## config.mk

```make
export PLATFORM = sky130hd
export DESIGN_NAME = lifo_stack
export DESIGN_NICKNAME = d
export VERILOG_FILES = /design/src/rtl/lifo_stack_pkg.sv /design/src/rtl/lifo_stack_mem.sv /design/src/rtl/lifo_stack.sv
export SDC_FILE = /design/constraint.sdc
export NUM_CORES = 1
export LEC_CHECK = 0
export ABC_CLOCK_PERIOD_IN_PS = 8050
export CORE_ASPECT_RATIO = 0.5
export CORE_MARGIN = 10
export CORE_UTILIZATION = 60
export DETAILED_ROUTE_END_ITERATION = 6
export GPL_TIMING_DRIVEN = 0
export HOLD_SLACK_MARGIN = 0.1
export PLACE_DENSITY = 0.89
export RECOVER_POWER = 25
export SLEW_MARGIN = 20
export SYNTH_ARGS = -nofsm -noshare
export SYNTH_HDL_FRONTEND = slang
export SYNTH_HIERARCHICAL = 1
export SYNTH_SLANG_ARGS = --single-unit
```

## constraint.sdc

```tcl
create_clock -name clk -period 8.05 [get_ports clk]
set_clock_uncertainty 0.2 [all_clocks]
set_input_delay 1.2075 -clock clk [delete_from_list [all_inputs] [get_ports clk]]
set_output_delay 1.2075 -clock clk [all_outputs]
set_load 0.1 [all_outputs]
```

## src/rtl/lifo_stack_pkg.sv

```systemverilog
// ---------------------------------------------------------------------------
// lifo_stack_pkg
//   Shared CPU stack definitions used by the register-stack datapath.
//   - OP_PUSH_R / OP_POP_R : decoder opcodes that map onto push / pop strobes
//   - DEFAULT_DATA_W / DEFAULT_DEPTH : default stack geometry
//   - stack_act_e : the single action the stack performs on a given edge
//   - decode_act() : resolves clear/push/pop/status into that action
// ---------------------------------------------------------------------------
package lifo_stack_pkg;

    // Decoder opcodes; the stack itself only sees the resulting strobes.
    localparam logic [5:0] OP_PUSH_R = 6'h2A;
    localparam logic [5:0] OP_POP_R  = 6'h2B;

    localparam int DEFAULT_DATA_W = 14;
    localparam int DEFAULT_DEPTH  = 12;

    typedef enum logic [2:0] {
        ACT_IDLE     = 3'd0,
        ACT_FLUSH    = 3'd1,
        ACT_PUSH     = 3'd2,
        ACT_PUSH_REJ = 3'd3,
        ACT_POP      = 3'd4,
        ACT_POP_REJ  = 3'd5,
        ACT_REPLACE  = 3'd6,
        ACT_BYPASS   = 3'd7
    } stack_act_e;

    // clear dominates; a combined push+pop never raises an error flag.
    function automatic stack_act_e decode_act(
        input logic clr,
        input logic psh,
        input logic pp,
        input logic is_empty,
        input logic is_full
    );
        stack_act_e act;
        if (clr) begin
            act = ACT_FLUSH;
        end else if (psh && pp) begin
            act = is_empty ? ACT_BYPASS : ACT_REPLACE;
        end else if (psh) begin
            act = is_full ? ACT_PUSH_REJ : ACT_PUSH;
        end else if (pp) begin
            act = is_empty ? ACT_POP_REJ : ACT_POP;
        end else begin
            act = ACT_IDLE;
        end
        return act;
    endfunction

endpackage : lifo_stack_pkg

```

## src/rtl/lifo_stack_mem.sv

```systemverilog
// ---------------------------------------------------------------------------
// lifo_mem
//   DEPTH x DATA_W register array, one synchronous write port and one
//   asynchronous read port. Contents are deliberately not reset.
//   Ports:
//     clk   : write clock (rising edge)
//     we    : write enable
//     waddr : write address
//     wdata : write data
//     raddr : read address (asynchronous)
//     rdata : read data, 0 for an out-of-range address
// ---------------------------------------------------------------------------
module lifo_mem #(
    parameter int DATA_W = 14,
    parameter int DEPTH  = 12,
    parameter int ADDR_W = 4
) (
    input  logic              clk,
    input  logic              we,
    input  logic [ADDR_W-1:0] waddr,
    input  logic [DATA_W-1:0] wdata,
    input  logic [ADDR_W-1:0] raddr,
    output logic [DATA_W-1:0] rdata
);

    logic [DATA_W-1:0] mem_r [DEPTH];

    // Storage write; out-of-range addresses are dropped (DEPTH need not be 2^n).
    always_ff @(posedge clk) begin
        if (we && (int'(waddr) < DEPTH)) begin
            mem_r[waddr] <= wdata;
        end
    end

    // Asynchronous read with a safe value for unused address codes.
    always_comb begin
        rdata = {DATA_W{1'b0}};
        if (int'(raddr) < DEPTH) begin
            rdata = mem_r[raddr];
        end else begin
            rdata = {DATA_W{1'b0}};
        end
    end

endmodule : lifo_mem

```

## src/rtl/lifo_stack.sv

```systemverilog
// ---------------------------------------------------------------------------
// lifo_stack
//   Parametrised LIFO stack for the CPU register-stack. Supports push, pop,
//   simultaneous push+pop (replace-top, or bypass when empty), synchronous
//   flush and sticky overflow/underflow flags.
//   Ports:
//     clk, reset : clock (rising edge) and asynchronous active-high reset
//     push, pop  : operation strobes
//     clear      : synchronous flush, overrides push/pop, clears error flags
//     push_data  : word to push
//     pop_data   : registered last popped word
//     pop_valid  : one-cycle pulse, pop_data updated on this edge
//     top        : combinational top entry (0 when empty)
//     count      : occupancy, empty / full derived from it
//     overflow   : sticky, a push was rejected
//     underflow  : sticky, a pop was rejected
// ---------------------------------------------------------------------------
module lifo_stack
    import lifo_stack_pkg::*;
#(
    parameter  int DATA_W = DEFAULT_DATA_W,
    parameter  int DEPTH  = DEFAULT_DEPTH,
    localparam int CNT_W  = $clog2(DEPTH + 1)
) (
    input  logic              clk,
    input  logic              reset,
    input  logic              push,
    input  logic              pop,
    input  logic              clear,
    input  logic [DATA_W-1:0] push_data,
    output logic [DATA_W-1:0] pop_data,
    output logic              pop_valid,
    output logic [DATA_W-1:0] top,
    output logic [CNT_W-1:0]  count,
    output logic              empty,
    output logic              full,
    output logic              overflow,
    output logic              underflow
);

    localparam int ADDR_W = (DEPTH > 1) ? $clog2(DEPTH) : 1;

    stack_act_e        act_s;

    logic [CNT_W-1:0]  count_r;
    logic [CNT_W-1:0]  count_nxt_s;
    logic [DATA_W-1:0] pop_data_r;
    logic [DATA_W-1:0] pop_data_nxt_s;
    logic              pop_valid_r;
    logic              pop_valid_nxt_s;
    logic              overflow_r;
    logic              overflow_nxt_s;
    logic              underflow_r;
    logic              underflow_nxt_s;

    logic              empty_s;
    logic              full_s;
    logic              wr_en_s;
    logic [ADDR_W-1:0] wr_addr_s;
    logic [ADDR_W-1:0] top_addr_s;
    logic [DATA_W-1:0] rd_data_s;

    assign empty_s = (count_r == {CNT_W{1'b0}});
    assign full_s  = (count_r == CNT_W'(DEPTH));

    // Top-of-stack address; parked at 0 when empty (top is masked then anyway).
    always_comb begin
        top_addr_s = {ADDR_W{1'b0}};
        if (empty_s) begin
            top_addr_s = {ADDR_W{1'b0}};
        end else begin
            top_addr_s = ADDR_W'(count_r - CNT_W'(1));
        end
    end

    lifo_mem #(
        .DATA_W (DATA_W),
        .DEPTH  (DEPTH),
        .ADDR_W (ADDR_W)
    ) u_mem (
        .clk    (clk),
        .we     (wr_en_s),
        .waddr  (wr_addr_s),
        .wdata  (push_data),
        .raddr  (top_addr_s),
        .rdata  (rd_data_s)
    );

    // Resolve the strobes into exactly one action for this edge.
    always_comb begin
        act_s = decode_act(clear, push, pop, empty_s, full_s);
    end

    // Next-state for count, pop path, error flags and the memory write port.
    // rd_data_s is the pre-edge top, so replace-top pops the old word while
    // the same slot is overwritten at the edge.
    always_comb begin
        count_nxt_s     = count_r;
        pop_data_nxt_s  = pop_data_r;
        pop_valid_nxt_s = 1'b0;
        overflow_nxt_s  = overflow_r;
        underflow_nxt_s = underflow_r;
        wr_en_s         = 1'b0;
        wr_addr_s       = top_addr_s;

        case (act_s)
            ACT_FLUSH: begin
                count_nxt_s     = {CNT_W{1'b0}};
                overflow_nxt_s  = 1'b0;
                underflow_nxt_s = 1'b0;
            end
            ACT_PUSH: begin
                // count < DEPTH here, so it always fits the address width.
                wr_en_s     = 1'b1;
                wr_addr_s   = ADDR_W'(count_r);
                count_nxt_s = count_r + CNT_W'(1);
            end
            ACT_PUSH_REJ: begin
                overflow_nxt_s = 1'b1;
            end
            ACT_POP: begin
                pop_data_nxt_s  = rd_data_s;
                pop_valid_nxt_s = 1'b1;
                count_nxt_s     = count_r - CNT_W'(1);
            end
            ACT_POP_REJ: begin
                underflow_nxt_s = 1'b1;
            end
            ACT_REPLACE: begin
                pop_data_nxt_s  = rd_data_s;
                pop_valid_nxt_s = 1'b1;
                wr_en_s         = 1'b1;
                wr_addr_s       = top_addr_s;
            end
            ACT_BYPASS: begin
                // Nothing stored; the pushed word goes straight out.
                pop_data_nxt_s  = push_data;
                pop_valid_nxt_s = 1'b1;
            end
            ACT_IDLE: begin
                pop_valid_nxt_s = 1'b0;
            end
            default: begin
                count_nxt_s     = count_r;
                pop_valid_nxt_s = 1'b0;
                wr_en_s         = 1'b0;
            end
        endcase
    end

    // State registers; reset drops any in-flight operation.
    always_ff @(posedge clk or posedge reset) begin
        if (reset) begin
            count_r     <= {CNT_W{1'b0}};
            pop_data_r  <= {DATA_W{1'b0}};
            pop_valid_r <= 1'b0;
            overflow_r  <= 1'b0;
            underflow_r <= 1'b0;
        end else begin
            count_r     <= count_nxt_s;
            pop_data_r  <= pop_data_nxt_s;
            pop_valid_r <= pop_valid_nxt_s;
            overflow_r  <= overflow_nxt_s;
            underflow_r <= underflow_nxt_s;
        end
    end

    assign pop_data  = pop_data_r;
    assign pop_valid = pop_valid_r;
    assign count     = count_r;
    assign empty     = empty_s;
    assign full      = full_s;
    assign overflow  = overflow_r;
    assign underflow = underflow_r;
    // Driven only by count and storage; push_data never reaches top.
    assign top       = empty_s ? {DATA_W{1'b0}} : rd_data_s;

endmodule : lifo_stack

```

==> impl_metrics.csv, run 1 <==
group,metric,value,unit
die,pin_count,56,
outcome,outcome,"finished clean",
setup_path,end_kind,"output pin",
final_layout,regArea,5570,sq um
clock_tree,ctsRootBufferMaster,"clkbuf_16",
detailed_routing,wl,20000,um
sta,rsz0062_at_grt,"no",
final_layout,drive_above_1_share,0.245,
detailed_routing,routed.top_layer,"met4",
place,place_ws,2620,ps
detailed_routing,route.met3.wl,2330,um
clock_tree,clk_pin_slew,70,ps
detailed_routing,wl_per_cell,29.0,um
detailed_routing,met2WireLength,9590,um
sta,hold_viol,0,
detailed_routing,drt-vias-per-instance,6.67,
yosys,synth_nets,440,
detailed_routing,wl_met1,7190,um
die,start_util,0.615,
final_layout,antennaDiodeCount,0,
worst_hold_path,min_path_type,"reg -> reg",
setup_path,cp_slowest_stage_delay,1190,ps
sta,tightest_slew,1010,ps
detailed_routing,drc,0,
final_layout,layout_commonest_cell,"edfxtp_1",
global_route,grt_max_degree,22,
clock_tree,post_cts_buffers,0,
setup_path,worstPathCellList,"inv_1, ha_1, nor3b_4, buf_4, nor2_1, buf_4, buf_4, nor2_2, a22oi_1, o21ai_1, nor2b_1, clkdlybuf4s50_1",
place,dp_hpwl,12200,um
sta,period_needed,6030,ps
die,die_w,181,um
detailed_routing,dr.pass1.iters,5,
yosys,syn_area,7780,sq um
clock_tree,postCtsHoldBufs,0,
global_route,grt_pass1_wl,29400,um
sta,setup_violations,0,
sta,tns,0,ps
place,gp_congestion,0.799,
clock_tree,cts_resized,0,
yosys,synthCells,419,
setup_path,cp_common_cell,"buf_4",
global_route,grt_use_total,0.222,
setup_path,start_kind,"register",
final_layout,layout_common_cells,"168 x edfxtp_1, 47 x clkdlybuf4s50_1, 37 x mux4_2",
global_route,antenna_found_initial,0,
setup_path,worstPathRequired,6640,ps
place,place.port_buffers,55,
sta,period_share,0.749,
sta,finalWorstSetupSlack,2020,ps
sta,drv_slew,0,
clock_tree,cts_buffers,17,
detailed_routing,drtAntennaViolNets,0,
clock_tree,worstSkewPairLatency,440,ps
clock_tree,cts_max_level,4,
clock_tree,cts.sinks,189,
yosys,yosysUniqueCellTypes,48,
setup_path,cp_slowest_cell,"clkdlybuf4s50_1",
yosys,yosys_warnings,6,
clock_tree,cts_tree,"yes",
final_layout,finalNetCount,526,
clock_tree,clockBufferDepth,2,
die,die_area,18200,sq um
sta,slew_headroom,0.323,
final_layout,fill_cells,690,
detailed_routing,first_iter_violations,580,
die,coreArea,12700,sq um
setup_path,reg2reg_depth,10,
yosys,ys_ff_latch,189,
yosys,ys_seq_area_frac,0.716,
flow_run,max-cap-violations,0,
setup_path,crit_type,"reg -> out",
final_layout,multiInputGateArea,2020,sq um
yosys,syn_area_per_cell,18.6,sq um
die,die_h,101,um
global_route,grt-ovfl-total,0,
final_layout,area_growth,20.1,%
sta,fmax,0.166,GHz
detailed_routing,vias,4589,
die,row_count,29,
worst_hold_path,whs_path_depth,1,
setup_path,cp.arrival,4620,ps
global_route,first_global_vias,4669,
setup_path,cp_max_fo,10,
## routing by layer
layer	track usage	vias to the layer above
li1	-	1858
met1	0.266	2298
met2	0.356	360
met3	0.0738	73
met4	0.122	0
met5	0	-
## Yosys cell counts (all sizes together)
library cell | n | area share
a211oi | 1 | 0.00096
a21o | 9 | 0.0087
a21oi | 3 | 0.0019
a221o | 1 | 0.0013
a221oi | 4 | 0.0061
a22o | 9 | 0.010
a22oi | 14 | 0.014
a31oi | 2 | 0.0016
and3 | 2 | 0.0018
and4 | 1 | 0.0011
buf | 18 | 0.018
clkbuf | 2 | 0.00096
dfrtp | 21 | 0.068
edfxtp | 168 | 0.65
ha | 2 | 0.0032
inv | 23 | 0.011
mux2 | 5 | 0.0077
mux2i | 6 | 0.0077
mux4 | 42 | 0.12
nand2 | 7 | 0.0034
nand2b | 5 | 0.0040
nand3 | 1 | 0.00064
nand3b | 2 | 0.0019
nand4b | 1 | 0.0011
nor2 | 21 | 0.012
nor2b | 16 | 0.013
nor3 | 7 | 0.0051
nor3b | 2 | 0.0040
o21ai | 19 | 0.012
o221a | 1 | 0.0026
or3 | 1 | 0.00080
or3b | 3 | 0.0037
## sequential cells by signal, indices dropped and copies added (netlist names)
| register | flops |
|---|---|
| underflow | 1 |
| overflow | 1 |
| pop_valid | 1 |
| count | 4 |
| pop_data | 14 |
| u_mem/mem_r | 168 |
## worst max-delay path, delay by kind of cell (launching register included)
family                     cells  cell delay (ps)
buffers and inverters          5             2030
and+or+nand+nor                4             1100
adders and majority gates      1              170
DFF                            1              480
AOI/OAI and AO/OA              2              390
## kinds of logic (layout without fill, tap and decap cells)
group / count (synthesis) / after routing / share of synthesized area
buf+inv: 43 / 142 / 0.0304
flops: 189 / 189 / 0.716
compound gates: 63 / 63 / 0.0590
simple gates: 69 / 69 / 0.0526
mux: 53 / 53 / 0.139
fa+ha+maj: 2 / 2 / 0.00321
## cell type report
| cell class | count | area share |
|---|---|---|
| flip-flops and latches | 189 | 0.596 |
| multi-input cells | 187 | 0.216 |
| repair buffers | 67 | 0.0737 |
| clock buffers | 17 | 0.0455 |
| well taps | 170 | 0.0227 |
| clock inverters | 15 | 0.0213 |
| plain buffers | 20 | 0.0161 |
| inverters | 23 | 0.00923 |
## final timing paths
| check | from | endpoint | slack [ps] |
|---|---|---|---|
| max reg2reg | count[0] | u_mem/mem_r[2][5] | 4250 |
| min reg2reg | pop_data[9] | pop_data[9] | 280 |
| max | count[0] | top[4] | 2020 |
| max in group asynchronous | reset | pop_data[11] | 6070 |
| min | pop_data[9] | pop_data[9] | 280 |
| min in group asynchronous | reset | pop_data[13] | 1120 |
## stage by stage
step                      instance area [sq um]  hold slack (ps)  instances  utilization
after floorplan                            7780              647        419            -
after global routing                       9350              310        688        0.738
after global placement                     8550              259        644        0.675
after CTS                                  9350              281        688        0.738
final                                      9350              275        688        0.738
after detailed placement                   8720              265        656        0.689
Power of run 1 is not shown: default switching activity piles up to over one toggle a cycle in this logic, so the estimate is an artifact.
==> inputs of run 2 (changes only) <==
--- a/config.mk
+++ b/config.mk
@@ -5,14 +5,14 @@
 export SDC_FILE = /design/constraint.sdc
 export NUM_CORES = 1
 export LEC_CHECK = 0
-export ABC_CLOCK_PERIOD_IN_PS = 8050
+export ABC_CLOCK_PERIOD_IN_PS = 5500
 export CORE_ASPECT_RATIO = 0.5
 export CORE_MARGIN = 10
-export CORE_UTILIZATION = 60
+export CORE_UTILIZATION = 53
 export DETAILED_ROUTE_END_ITERATION = 6
 export GPL_TIMING_DRIVEN = 0
 export HOLD_SLACK_MARGIN = 0.1
-export PLACE_DENSITY = 0.89
+export PLACE_DENSITY = 0.84
 export RECOVER_POWER = 25
 export SLEW_MARGIN = 20
 export SYNTH_ARGS = -nofsm -noshare
==> constraint.sdc (replaced) <==
create_clock -name clk -period 5.5 [get_ports clk]
set_clock_uncertainty 0.2 [all_clocks]
set_input_delay 0.825 -clock clk [delete_from_list [all_inputs] [get_ports clk]]
set_output_delay 0.825 -clock clk [all_outputs]
set_load 0.1 [all_outputs]
==> impl_metrics.csv, run 2 (same netlist as run 1, synthesis figures left out) <==
group,metric,value,unit
global_route,antenna_found_initial,0,
clock_tree,cts_buffers,17,
sta,tns,0,ps
setup_path,start_kind,"register",
die,start_util,0.540,
setup_path,cp_max_fo,10,
die,die_h,106,um
clock_tree,cts.sinks,189,
sta,fmax,0.192,GHz
place,gp_congestion,0.786,
global_route,grt_pass1_wl,27200,um
detailed_routing,drt-vias-per-instance,6.12,
outcome,outcome,"finished clean",
detailed_routing,vias,4389,
clock_tree,ctsRootBufferMaster,"clkbuf_16",
clock_tree,cts_tree,"yes",
setup_path,critPathLaunch,"count[0]",
flow_run,max-cap-violations,0,
place,dp_hpwl,11800,um
final_layout,layout_commonest_cell,"edfxtp_1",
sta,tightest_slew,1030,ps
place,place.port_buffers,55,
global_route,first_global_vias,4412,
die,row_count,31,
sta,period_needed,5210,ps
clock_tree,cts_max_level,4,
global_route,grt_max_degree,22,
clock_tree,clk_pin_slew,70,ps
detailed_routing,drc,0,
detailed_routing,drtAntennaViolNets,0,
sta,hold_viol,0,
final_layout,drive_above_1_share,0.247,
die,die_w,191,um
final_layout,finalNetCount,527,
sta,rsz0062_at_grt,"no",
worst_hold_path,min_from,"pop_data[12]",
final_layout,top_register,"u_mem/mem_r",
sta,slew_headroom,0.310,
setup_path,crit_type,"reg -> out",
final_layout,antennaDiodeCount,0,
global_route,grt-ovfl-total,0,
die,pin_count,56,
global_route,grt_use_total,0.182,
setup_path,worstPathRequired,4470,ps
sta,period_share,0.948,
final_layout,fill_cells,946,
worst_hold_path,min_path_type,"reg -> reg",
setup_path,end_kind,"output pin",
detailed_routing,first_iter_violations,566,
clock_tree,worstSkewPairLatency,430,ps
clock_tree,clockBufferDepth,2,
final_layout,largest_reg_flops,168,
setup_path,cp.arrival,4190,ps
die,die_area,20200,sq um
sta,drv_slew,0,
sta,setup_violations,0,
detailed_routing,wl,18100,um
detailed_routing,wl_per_cell,25.2,um
final_layout,layout_common_cells,"168 x edfxtp_1, 37 x mux4_2, 32 x clkdlybuf4s50_1",
die,coreArea,14400,sq um
setup_path,r2r-start,"count[0]",
final_layout,area_growth,21.0,%
detailed_routing,dr.pass1.iters,6,
## run 2: cell count changes in the layout (fill, tap and decap cells not counted), moves of 2 or more
cell	before	now
clkdlybuf4s50_1	47	32
dlymetal6s2s_1	0	12
buf_6	6	13
buf_4	9	6
buf_8	6	3
inv_8	5	2
clkinv_2	0	2
dlygate4sd2_1	0	2
inv_6	2	4
## run 2: per-layer routing
metal / up-vias / share of wire / track usage
met5: - / 0 / 0
met4: 0 / 0.020 / 0.0726
met3: 36 / 0.11 / 0.0503
met2: 253 / 0.48 / 0.274
met1: 2234 / 0.40 / 0.247
li1: 1866 / - / -
## run 2: critical path, cell delays in order, from the launching register on
cell and delay (ps):
dfrtp_1 520, inv_1 100, ha_1 220, buf_2 180, nor2_1 130, mux2_2 250, buf_1 680, mux4_2 370
a22oi_1 80, o21ai_0 160, nor2b_1 190, dlygate4sd2_1 870
## run 2: stage by stage
step	hold WS [ps]	area [sq um]	utilization	worst slack (ps)	instances
global route	299	9420	0.653	53.1	717
floorplan	602	7780	-	301	419
CTS	284	9380	0.650	0.772	717
detailed placement	267	8770	0.608	435	685
finish	277	9420	0.653	288	717
global placement	258	8580	0.595	-52.6	672
## run 2: timing repair
item | 4_1_cts | 5_1_grt
setup buffers | 0 | 0
setup endpoints to repair | 2 | 12
gates resized for setup | 2 | 12
hold buffers | 0 | 0
hold endpoints to repair | 0 | 0
## run 2: area by class of cell
| type | count | area [sq um] | share of cell area |
|---|---|---|---|
| multi-input cells | 187 | 2020 | 0.214 |
| clock buffers | 18 | 439 | 0.0466 |
| well taps | 198 | 248 | 0.0263 |
| flip-flops and latches | 189 | 5570 | 0.592 |
| repair buffers | 68 | 728 | 0.0773 |
| inverters | 23 | 86.3 | 0.00917 |
| clock inverters | 14 | 176 | 0.0187 |
| plain buffers | 20 | 150 | 0.0159 |
## run 2: worst paths after layout
path	endpoint	slack (ps)	depth (start not counted)
hold reg to reg	pop_data[12]	280	1
max in group asynchronous	pop_data[1]	3920	2
hold / removal	pop_data[12]	280	1
setup reg to reg	u_mem/mem_r[8][13]	1750	9
min in group asynchronous	pop_data[10]	740	2
setup / recovery	top[0]	290	11
Power of run 2 is left out for the same reason.
